==> src/rtl/my_mips_pkg.sv <==
// Shared size codes, FSM encoding and the alignment rule for the load/store unit.
package my_mips_pkg;

    localparam int NBITS  = 31;
    localparam int ADDRSZ = 4;

    typedef enum logic [1:0] {
        SZ_BYTE = 2'b00,
        SZ_HALF = 2'b01,
        SZ_WORD = 2'b10,
        SZ_ILL  = 2'b11
    } size_t;

    typedef enum logic [2:0] {
        ST_IDLE  = 3'd0,
        ST_LOAD  = 3'd1,
        ST_READ  = 3'd2,
        ST_WRITE = 3'd3,
        ST_ERR   = 3'd4,
        ST_RESP  = 3'd5
    } state_t;

    // Illegal size code counts as misaligned so every reject takes one path.
    function automatic logic is_misaligned(input logic [1:0] size, input logic [1:0] offset);
        logic bad;
        bad = 1'b0;
        case (size)
            SZ_HALF: bad = offset[0];
            SZ_WORD: bad = (offset != 2'b00);
            SZ_ILL:  bad = 1'b1;
            default: bad = 1'b0;
        endcase
        return bad;
    endfunction

endpackage

==> src/rtl/my_lane_align.sv <==
// Byte-lane steering: extract and extend a load lane, or merge a store lane into a word.
// Latency: purely combinational.
// Backpressure: none; the caller's FSM decides when outputs are used.
module my_lane_align
    import my_mips_pkg::*;
(
    input  logic [1:0]     size,
    input  logic           is_unsigned,
    input  logic [1:0]     offset,
    input  logic [NBITS:0] rdata,
    input  logic [NBITS:0] wdata,
    output logic [NBITS:0] load_data,
    output logic [NBITS:0] merged
);

    logic [4:0]     byte_shift;
    logic [4:0]     half_shift;
    logic [NBITS:0] shifted;
    logic [7:0]     byte_lane;
    logic [15:0]    half_lane;
    logic [NBITS:0] mask;
    logic [NBITS:0] ins;

    assign byte_shift = {offset, 3'b000};
    assign half_shift = {offset[1], 4'b0000};
    assign shifted    = rdata >> byte_shift;
    assign byte_lane  = shifted[7:0];
    assign half_lane  = offset[1] ? rdata[31:16] : rdata[15:0];

    always_comb begin
        load_data = rdata;
        case (size)
            SZ_BYTE: load_data = {{24{~is_unsigned & byte_lane[7]}}, byte_lane};
            SZ_HALF: load_data = {{16{~is_unsigned & half_lane[15]}}, half_lane};
            default: load_data = rdata;
        endcase
    end

    always_comb begin
        mask = '1;
        ins  = wdata;
        case (size)
            SZ_BYTE: begin
                mask = 32'h0000_00FF << byte_shift;
                ins  = {24'h0, wdata[7:0]} << byte_shift;
            end
            SZ_HALF: begin
                mask = 32'h0000_FFFF << half_shift;
                ins  = {16'h0, wdata[15:0]} << half_shift;
            end
            default: begin
                mask = '1;
                ins  = wdata;
            end
        endcase
    end

    assign merged = (rdata & ~mask) | (ins & mask);

endmodule

==> src/rtl/my_loadstore_unit.sv <==
// Sequences byte/half/word loads and stores onto a word-only memory; sub-word stores use read-modify-write.
// Latency: load/SW/error respond one cycle after the edge following accept; SB/SH one cycle later.
// Backpressure: req_ready only in IDLE; one request in flight, requester holds req_valid.
module my_loadstore_unit
    import my_mips_pkg::*;
(
    input  logic                clk,
    input  logic                rst_n,
    input  logic                req_valid,
    output logic                req_ready,
    input  logic                req_we,
    input  logic [1:0]          req_size,
    input  logic                req_unsigned,
    input  logic [ADDRSZ+2:0]   req_addr,
    input  logic [NBITS:0]      req_wdata,
    output logic                rsp_valid,
    output logic [NBITS:0]      rsp_rdata,
    output logic                rsp_misalign,
    output logic                mem_we,
    output logic [ADDRSZ:0]     mem_addr,
    output logic [NBITS:0]      mem_wdata,
    input  logic [NBITS:0]      mem_rdata
);

    state_t              state;
    logic                we_q;
    logic [1:0]          size_q;
    logic                uns_q;
    logic [ADDRSZ+2:0]   addr_q;
    logic [NBITS:0]      wdata_q;
    logic [NBITS:0]      load_data;
    logic [NBITS:0]      merged;

    assign req_ready = (state == ST_IDLE);
    assign mem_addr  = addr_q[ADDRSZ+2:2];

    my_lane_align u_align (
        .size        (size_q),
        .is_unsigned (uns_q),
        .offset      (addr_q[1:0]),
        .rdata       (mem_rdata),
        .wdata       (wdata_q),
        .load_data   (load_data),
        .merged      (merged)
    );

    always_ff @(posedge clk or negedge rst_n) begin
        if (!rst_n) begin
            state        <= ST_IDLE;
            we_q         <= 1'b0;
            size_q       <= 2'b00;
            uns_q        <= 1'b0;
            addr_q       <= '0;
            wdata_q      <= '0;
            rsp_valid    <= 1'b0;
            rsp_rdata    <= '0;
            rsp_misalign <= 1'b0;
            mem_we       <= 1'b0;
            mem_wdata    <= '0;
        end else begin
            case (state)
                ST_IDLE: begin
                    if (req_valid) begin
                        we_q    <= req_we;
                        size_q  <= req_size;
                        uns_q   <= req_unsigned;
                        addr_q  <= req_addr;
                        wdata_q <= req_wdata;
                        if (is_misaligned(req_size, req_addr[1:0])) begin
                            state <= ST_ERR;
                        end else if (!req_we) begin
                            state <= ST_LOAD;
                        end else if (req_size == SZ_WORD) begin
                            mem_wdata <= req_wdata;
                            mem_we    <= 1'b1;
                            state     <= ST_WRITE;
                        end else begin
                            state <= ST_READ;
                        end
                    end
                end
                ST_LOAD: begin
                    rsp_rdata <= load_data;
                    rsp_valid <= 1'b1;
                    state     <= ST_RESP;
                end
                // mem_rdata is the current word at the latched address; write back the merge next cycle.
                ST_READ: begin
                    mem_wdata <= merged;
                    mem_we    <= 1'b1;
                    state     <= ST_WRITE;
                end
                ST_WRITE: begin
                    mem_we    <= 1'b0;
                    rsp_rdata <= '0;
                    rsp_valid <= 1'b1;
                    state     <= ST_RESP;
                end
                ST_ERR: begin
                    rsp_rdata    <= '0;
                    rsp_misalign <= 1'b1;
                    rsp_valid    <= 1'b1;
                    state        <= ST_RESP;
                end
                ST_RESP: begin
                    rsp_valid    <= 1'b0;
                    rsp_misalign <= 1'b0;
                    state        <= ST_IDLE;
                end
                default: begin
                    mem_we <= 1'b0;
                    state  <= ST_IDLE;
                end
            endcase
        end
    end

endmodule
==> config.mk <==
export PLATFORM = sky130hd
export DESIGN_NAME = my_loadstore_unit
export DESIGN_NICKNAME = d
export VERILOG_FILES = /design/src/rtl/my_mips_pkg.sv /design/src/rtl/my_lane_align.sv /design/src/rtl/my_loadstore_unit.sv
export SDC_FILE = /design/constraint.sdc
export NUM_CORES = 1
export LEC_CHECK = 0
export CORE_MARGIN = 2
export CORE_UTILIZATION = 30
export CTS_BUF_LIST = sky130_fd_sc_hd__clkbuf_2 sky130_fd_sc_hd__clkbuf_4 sky130_fd_sc_hd__clkbuf_8
export CTS_CLUSTER_DIAMETER = 60
export DETAILED_ROUTE_END_ITERATION = 7
export PLACE_DENSITY_LB_ADDON = 0.25
export SETUP_SLACK_MARGIN = 0.02
export SLEW_MARGIN = 30
export SYNTH_ARGS = -nofsm -noshare
export SYNTH_HDL_FRONTEND = slang
export SYNTH_SLANG_ARGS = --single-unit
==> constraint.sdc <==
create_clock -name clk -period 4.9 [get_ports clk]
set_clock_uncertainty 0.15 [all_clocks]
set_input_delay 0.98 -clock clk [delete_from_list [all_inputs] [get_ports clk]]
set_output_delay 0.98 -clock clk [all_outputs]
set_load 0.03 [all_outputs]
Yosys cells after proc, flatten, opt, wreduce, memory -nomap -nowiden
Index checks and enable logic that the tools add are counted.

word-level totals
  output and inout bits = 73
  logic and storage cells = 74
  bits in registers = 112

operators by class
  bitwise logic cells = 8
  reduce and logical (&&, ||, !) cells = 13
  multiplexer cells = 25
  eq/ne operators = 13
  shifts and indexed selects = 5

operators with widths
  operator                                                count
  case mux 32 bit (2 select lines)                        5
  2-to-1 mux 32 bit                                       4
  bitwise AND 32 bit                                      2
  inverter 32 bit                                         1
  bitwise OR 32 bit                                       1
  << shifter 16 x 5 -> 32 bit                             1
  << shifter 16 x 5 -> 32 bit (first input constant)      1
  << shifter 8 x 5 -> 32 bit                              1
  << shifter 8 x 5 -> 32 bit (first input constant)       1
  right shift 32 x 5 -> 8 bit                             1
  2-to-1 mux 16 bit                                       1
  AND reduction 5 bit                                     2
  nonzero test 2 bit                                      5
  case mux 3 bit (3 select lines)                         1
  2-to-1 mux 1 bit                                        7
  equality test 3 x 2 -> 1 bit (second input constant)    2
  equality test 3 bit (second input constant)             2
  2-to-1 mux 3 bit                                        2
  case mux 1 bit (3 select lines)                         2
  OR reduction 3 bit                                      2
  equality test 2 x 1 -> 1 bit (second input constant)    2
  equality test 2 bit (second input constant)             2
  inequality test 2 x 1 -> 1 bit (second input constant)  2
  inequality test 2 bit (second input constant)           2
  other kinds (9)                                         12

Logic depth before layout (Yosys ltp)
  word-level depth = 7
  mapped depth = 7
  depth with buffers taken out = 4

Modules after synthesis
A second synthesis with hierarchy kept.

unflattened totals
  cell total of the unflattened synthesis = 580
  area total of the unflattened synthesis = 6348.6 µm²

by module, submodules not included
  module             cells an instance  area an instance (µm²)  times used
  my_loadstore_unit  391                4977.3                  1
  my_lane_align      189                1371.3                  1

Least setup slack after synthesis
No wires, ideal clock.

  path kind = in2reg
  start = input req_size[0]
  end = register mem_wdata[25]
  slack = 2.388 ns
  arrival = 2.239 ns
  stages = 6
  cells stage by stage = nor4b_1 a31oi_1 or2_2 buf_2 buf_2 a211o_1

on the way
  longest elaborated chain between the ends = 6
  elaborated cells between the ends (all ways) = 9
  those cells by class = eq/ne: 5; mux: 3; reduce/logical: 1

ends and longest elaborated chain
  what                                               line                     RTL
  start, declared                                    my_loadstore_unit.sv:12  input logic [1:0] req_size,
  equality test 2 bit, or another cell as far along  my_mips_pkg.sv:27        case (size)
  case mux 1 bit (3 select lines)                    my_mips_pkg.sv:27
  2-to-1 mux 1 bit                                   my_loadstore_unit.sv:63  if (req_valid) begin
  2-to-1 mux 1 bit                                   my_loadstore_unit.sv:61  case (state)
  inequality test 2 bit (no source line)             n/a
  AND reduction 5 bit (no source line) (*)           n/a
  end signal, assigned                               my_loadstore_unit.sv:74  mem_wdata <= req_wdata;
  end signal, assigned                               my_loadstore_unit.sv:89  mem_wdata <= merged;
  end, declared                                      my_loadstore_unit.sv:21  output logic [NBITS:0] mem_wdata,

Mark *: on every way between the ends. The rest lies on a longest branch, timed or not. The select of a mux whose other input is x is not followed.
A chain may end at the register's enable or synchronous reset.

Final worst setup path
  start = input req_size[0]
  end = register mem_wdata[0]

Same word-level chain as after synthesis.

==> impl_metrics.ini <==
[outcome]
status = completed

[synthesis]
synth_nets = 607
synthCells = 529
ys_seq_area_frac = 0.4934
synth_area_leaders = dfrtp_1, mux2_2, o21ai_0
yosys.area.top_type = dfrtp_1
synth-edff-count = 0
synthesis.area_um2 = 5680
synthFlopType = dfrtp_1
synth_seq_cells = 112
yosysTopAreaCellShare = 0.4934
syn_area_per_cell_um2 = 10.74
yosys_warnings = 0
synth_cell_types = 49
synthArstFlopShare = 1.000

[timing]
period_share = 0.6401
tightest_slew_ns = 0.8513
slew_headroom = 0.4282
fmax_mhz = 318.8
setup_viol = 0
rsz0062_at_grt = false
hold_violations = 0
finalMaxSlewViolations = 0
setup_tns_ns = 0
final.min_clock_period_ns = 3.137

[die]
ios = 151
core_area_um2 = 18640
die_h_um = 141.6
row_count = 50
initial_core_util = 0.3047
dieArea_um2 = 20050
fp.dieW_um = 141.6

[cells_and_area]
fillers = 1823
final_cell_mix = clkdlybuf4s50_1, dfrtp_1, o21ai_0, mux2_2, nor2_1
final_util = 0.4058
layout_commonest_cell = clkdlybuf4s50_1
area_delta_synth_final_pct = 33.17
num_antenna_cells = 0
drive_gt1_frac = 0.1302
finalInstanceArea_um2 = 7565
nets = 726

[worst_setup_path]
setup.worst_path.end_class = flip-flop
crit_path_start_kind = input pin
cp_slowest_stage_delay_ns = 0.50
cp_num_buf_inv = 3
cp_cell_sequence = clkdlybuf4s50_1 -> nor4b_1 -> a31oi_2 -> buf_4 -> or2_2 -> buf_4 -> o31ai_1
crit_fanout = 30
required_ns = 5.05
setup.worst_path.class = in -> reg
arrival_ns = 3.29
worst_path_most_repeated_cell = buf_4
critPathTopFamily = buffers and inverters
cp_slowest_cell = or2_2

[clocking]
clk_path_buf_depth = 2
postCtsHoldBufs = 0
clk_latency_ns = 0.41
cts_post_setup_buffers_inserted = 0
cts-root-buf = clkbuf_8
clock_sinks = 112
cts_tree = built
htreeDepth = 3
ctsResizeCount = 0
clkSlewWorstSetupHoldPaths_ns = 0.11
numCtsBuffers = 9

[placement]
dp_hpwl_mm = 14.48
place_congestion = 0.8500
portBuffers = 150
place_area_um2 = 7310

[global_routing]
grt_max_degree = 56
grtUsageTotal = 0.2002
met3_usage = 0.05467
grt_pass1_wl_mm = 30.47
overflow = 0
grt_use_met2 = 0.3194
antenna_found_initial = 0
grt-busiest-layer = met2
grtUsageMet1 = 0.2674
grt_pass1_vias = 5169

[routing]
drt_pass1_iterations = 6
antenna_left = 0
routed_via_density = 5.731
vias = 5083
drc_errors = 0
post_drt_wl_per_cell_um = 22.29
drt_iter0_markers = 387
wl_mm = 19.77

[power]
powerDensity_nw_per_um2 = 666.2
ir_worst_vdd_uv = 366.0
p_leak_nw = 2.979

[worst_hold_path]
hold_class = reg -> reg

[flow_run]
drv_cap = 0
[cells by family (layout without fill, tap and decap cells)]
| kind of cell | Yosys count | count (layout) | share of synthesized area |
|---|---|---|---|
| mux | 48 | 48 | 0.09670 |
| buf+inv | 67 | 191 | 0.05352 |
| compound gates | 202 | 202 | 0.2626 |
| flops | 112 | 112 | 0.4934 |
| simple gates | 100 | 100 | 0.09383 |
[worst min-delay path: stages (launching register included)]
cell,delay [ns]
dfrtp_1,0.37
nand2_1,0.05
o21ai_0,0.06
[synth_stat cells (all sizes together) (11+ instances only)]
cell type,number
a211oi,27
mux2,45
nor2,35
o221ai,11
o21ai,50
dfrtp,112
clkbuf,24
o31ai,27
a221o,19
nand2,27
inv,15
buf,27
[flip-flops by register name (all words and copies together), names as in the netlist]
signal        count
rsp_valid         1
state             3
rsp_rdata        32
addr_q            7
uns_q             1
size_q            2
mem_we            1
mem_wdata        32
wdata_q          32
rsp_misalign      1
[final cells by class]
cell class / count / area [µm²] / share of cell area
Clock inverter: 7 / 125.1 / 0.01654
Timing Repair Buffer: 159 / 1567 / 0.2071
Clock buffer: 9 / 123.9 / 0.01637
Sequential cell: 112 / 2803 / 0.3705
Tap cell: 234 / 292.8 / 0.03870
Multi-Input combinational cell: 350 / 2594 / 0.3429
Inverter: 16 / 60.06 / 0.007939
[per-layer routing]
metal	up-vias	part of all wire
met4	0	0.021
met5	-	0
met3	28	0.070
met2	224	0.48
li1	2260	-
met1	2571	0.43
[path summary, 6_finish.rpt]
path                       cells after the start  slack (ns)            end           from
max                                            7        1.76   mem_wdata[0]    req_size[0]
min                                            2        0.36  rsp_rdata[13]  rsp_rdata[13]
max reg2reg                                    5        1.96  mem_wdata[15]      size_q[1]
min reg2reg                                    2        0.36  rsp_rdata[13]  rsp_rdata[13]
max in group asynchronous                      2        3.23  rsp_rdata[25]          rst_n
min in group asynchronous                      1        0.47     wdata_q[1]          rst_n
[per-stage QoR]
| stage | std cells | hold WS (ns) | total power [mW] | setup slack (ns) |
|---|---|---|---|---|
| after global placement | 871 | 0.3297 | 4.295 | 1.437 |
| after detailed placement | 871 | 0.3302 | 4.354 | 1.353 |
| final | 887 | 0.3590 | 5.040 | 1.763 |
| after CTS | 887 | 0.3639 | 5.053 | 1.776 |
| after floorplan | 529 | 0.3252 | 3.358 | 2.388 |
| after global routing | 887 | 0.3917 | 5.339 | 1.640 |
[where the power goes]
group / switching [mW] / internal [mW]
combinational: 1.48 / 1.11
sequential: 0.413 / 1.35
clock: 0.340 / 0.346
total: 2.23 / 2.81
Power figures use the tool's default switching activity.
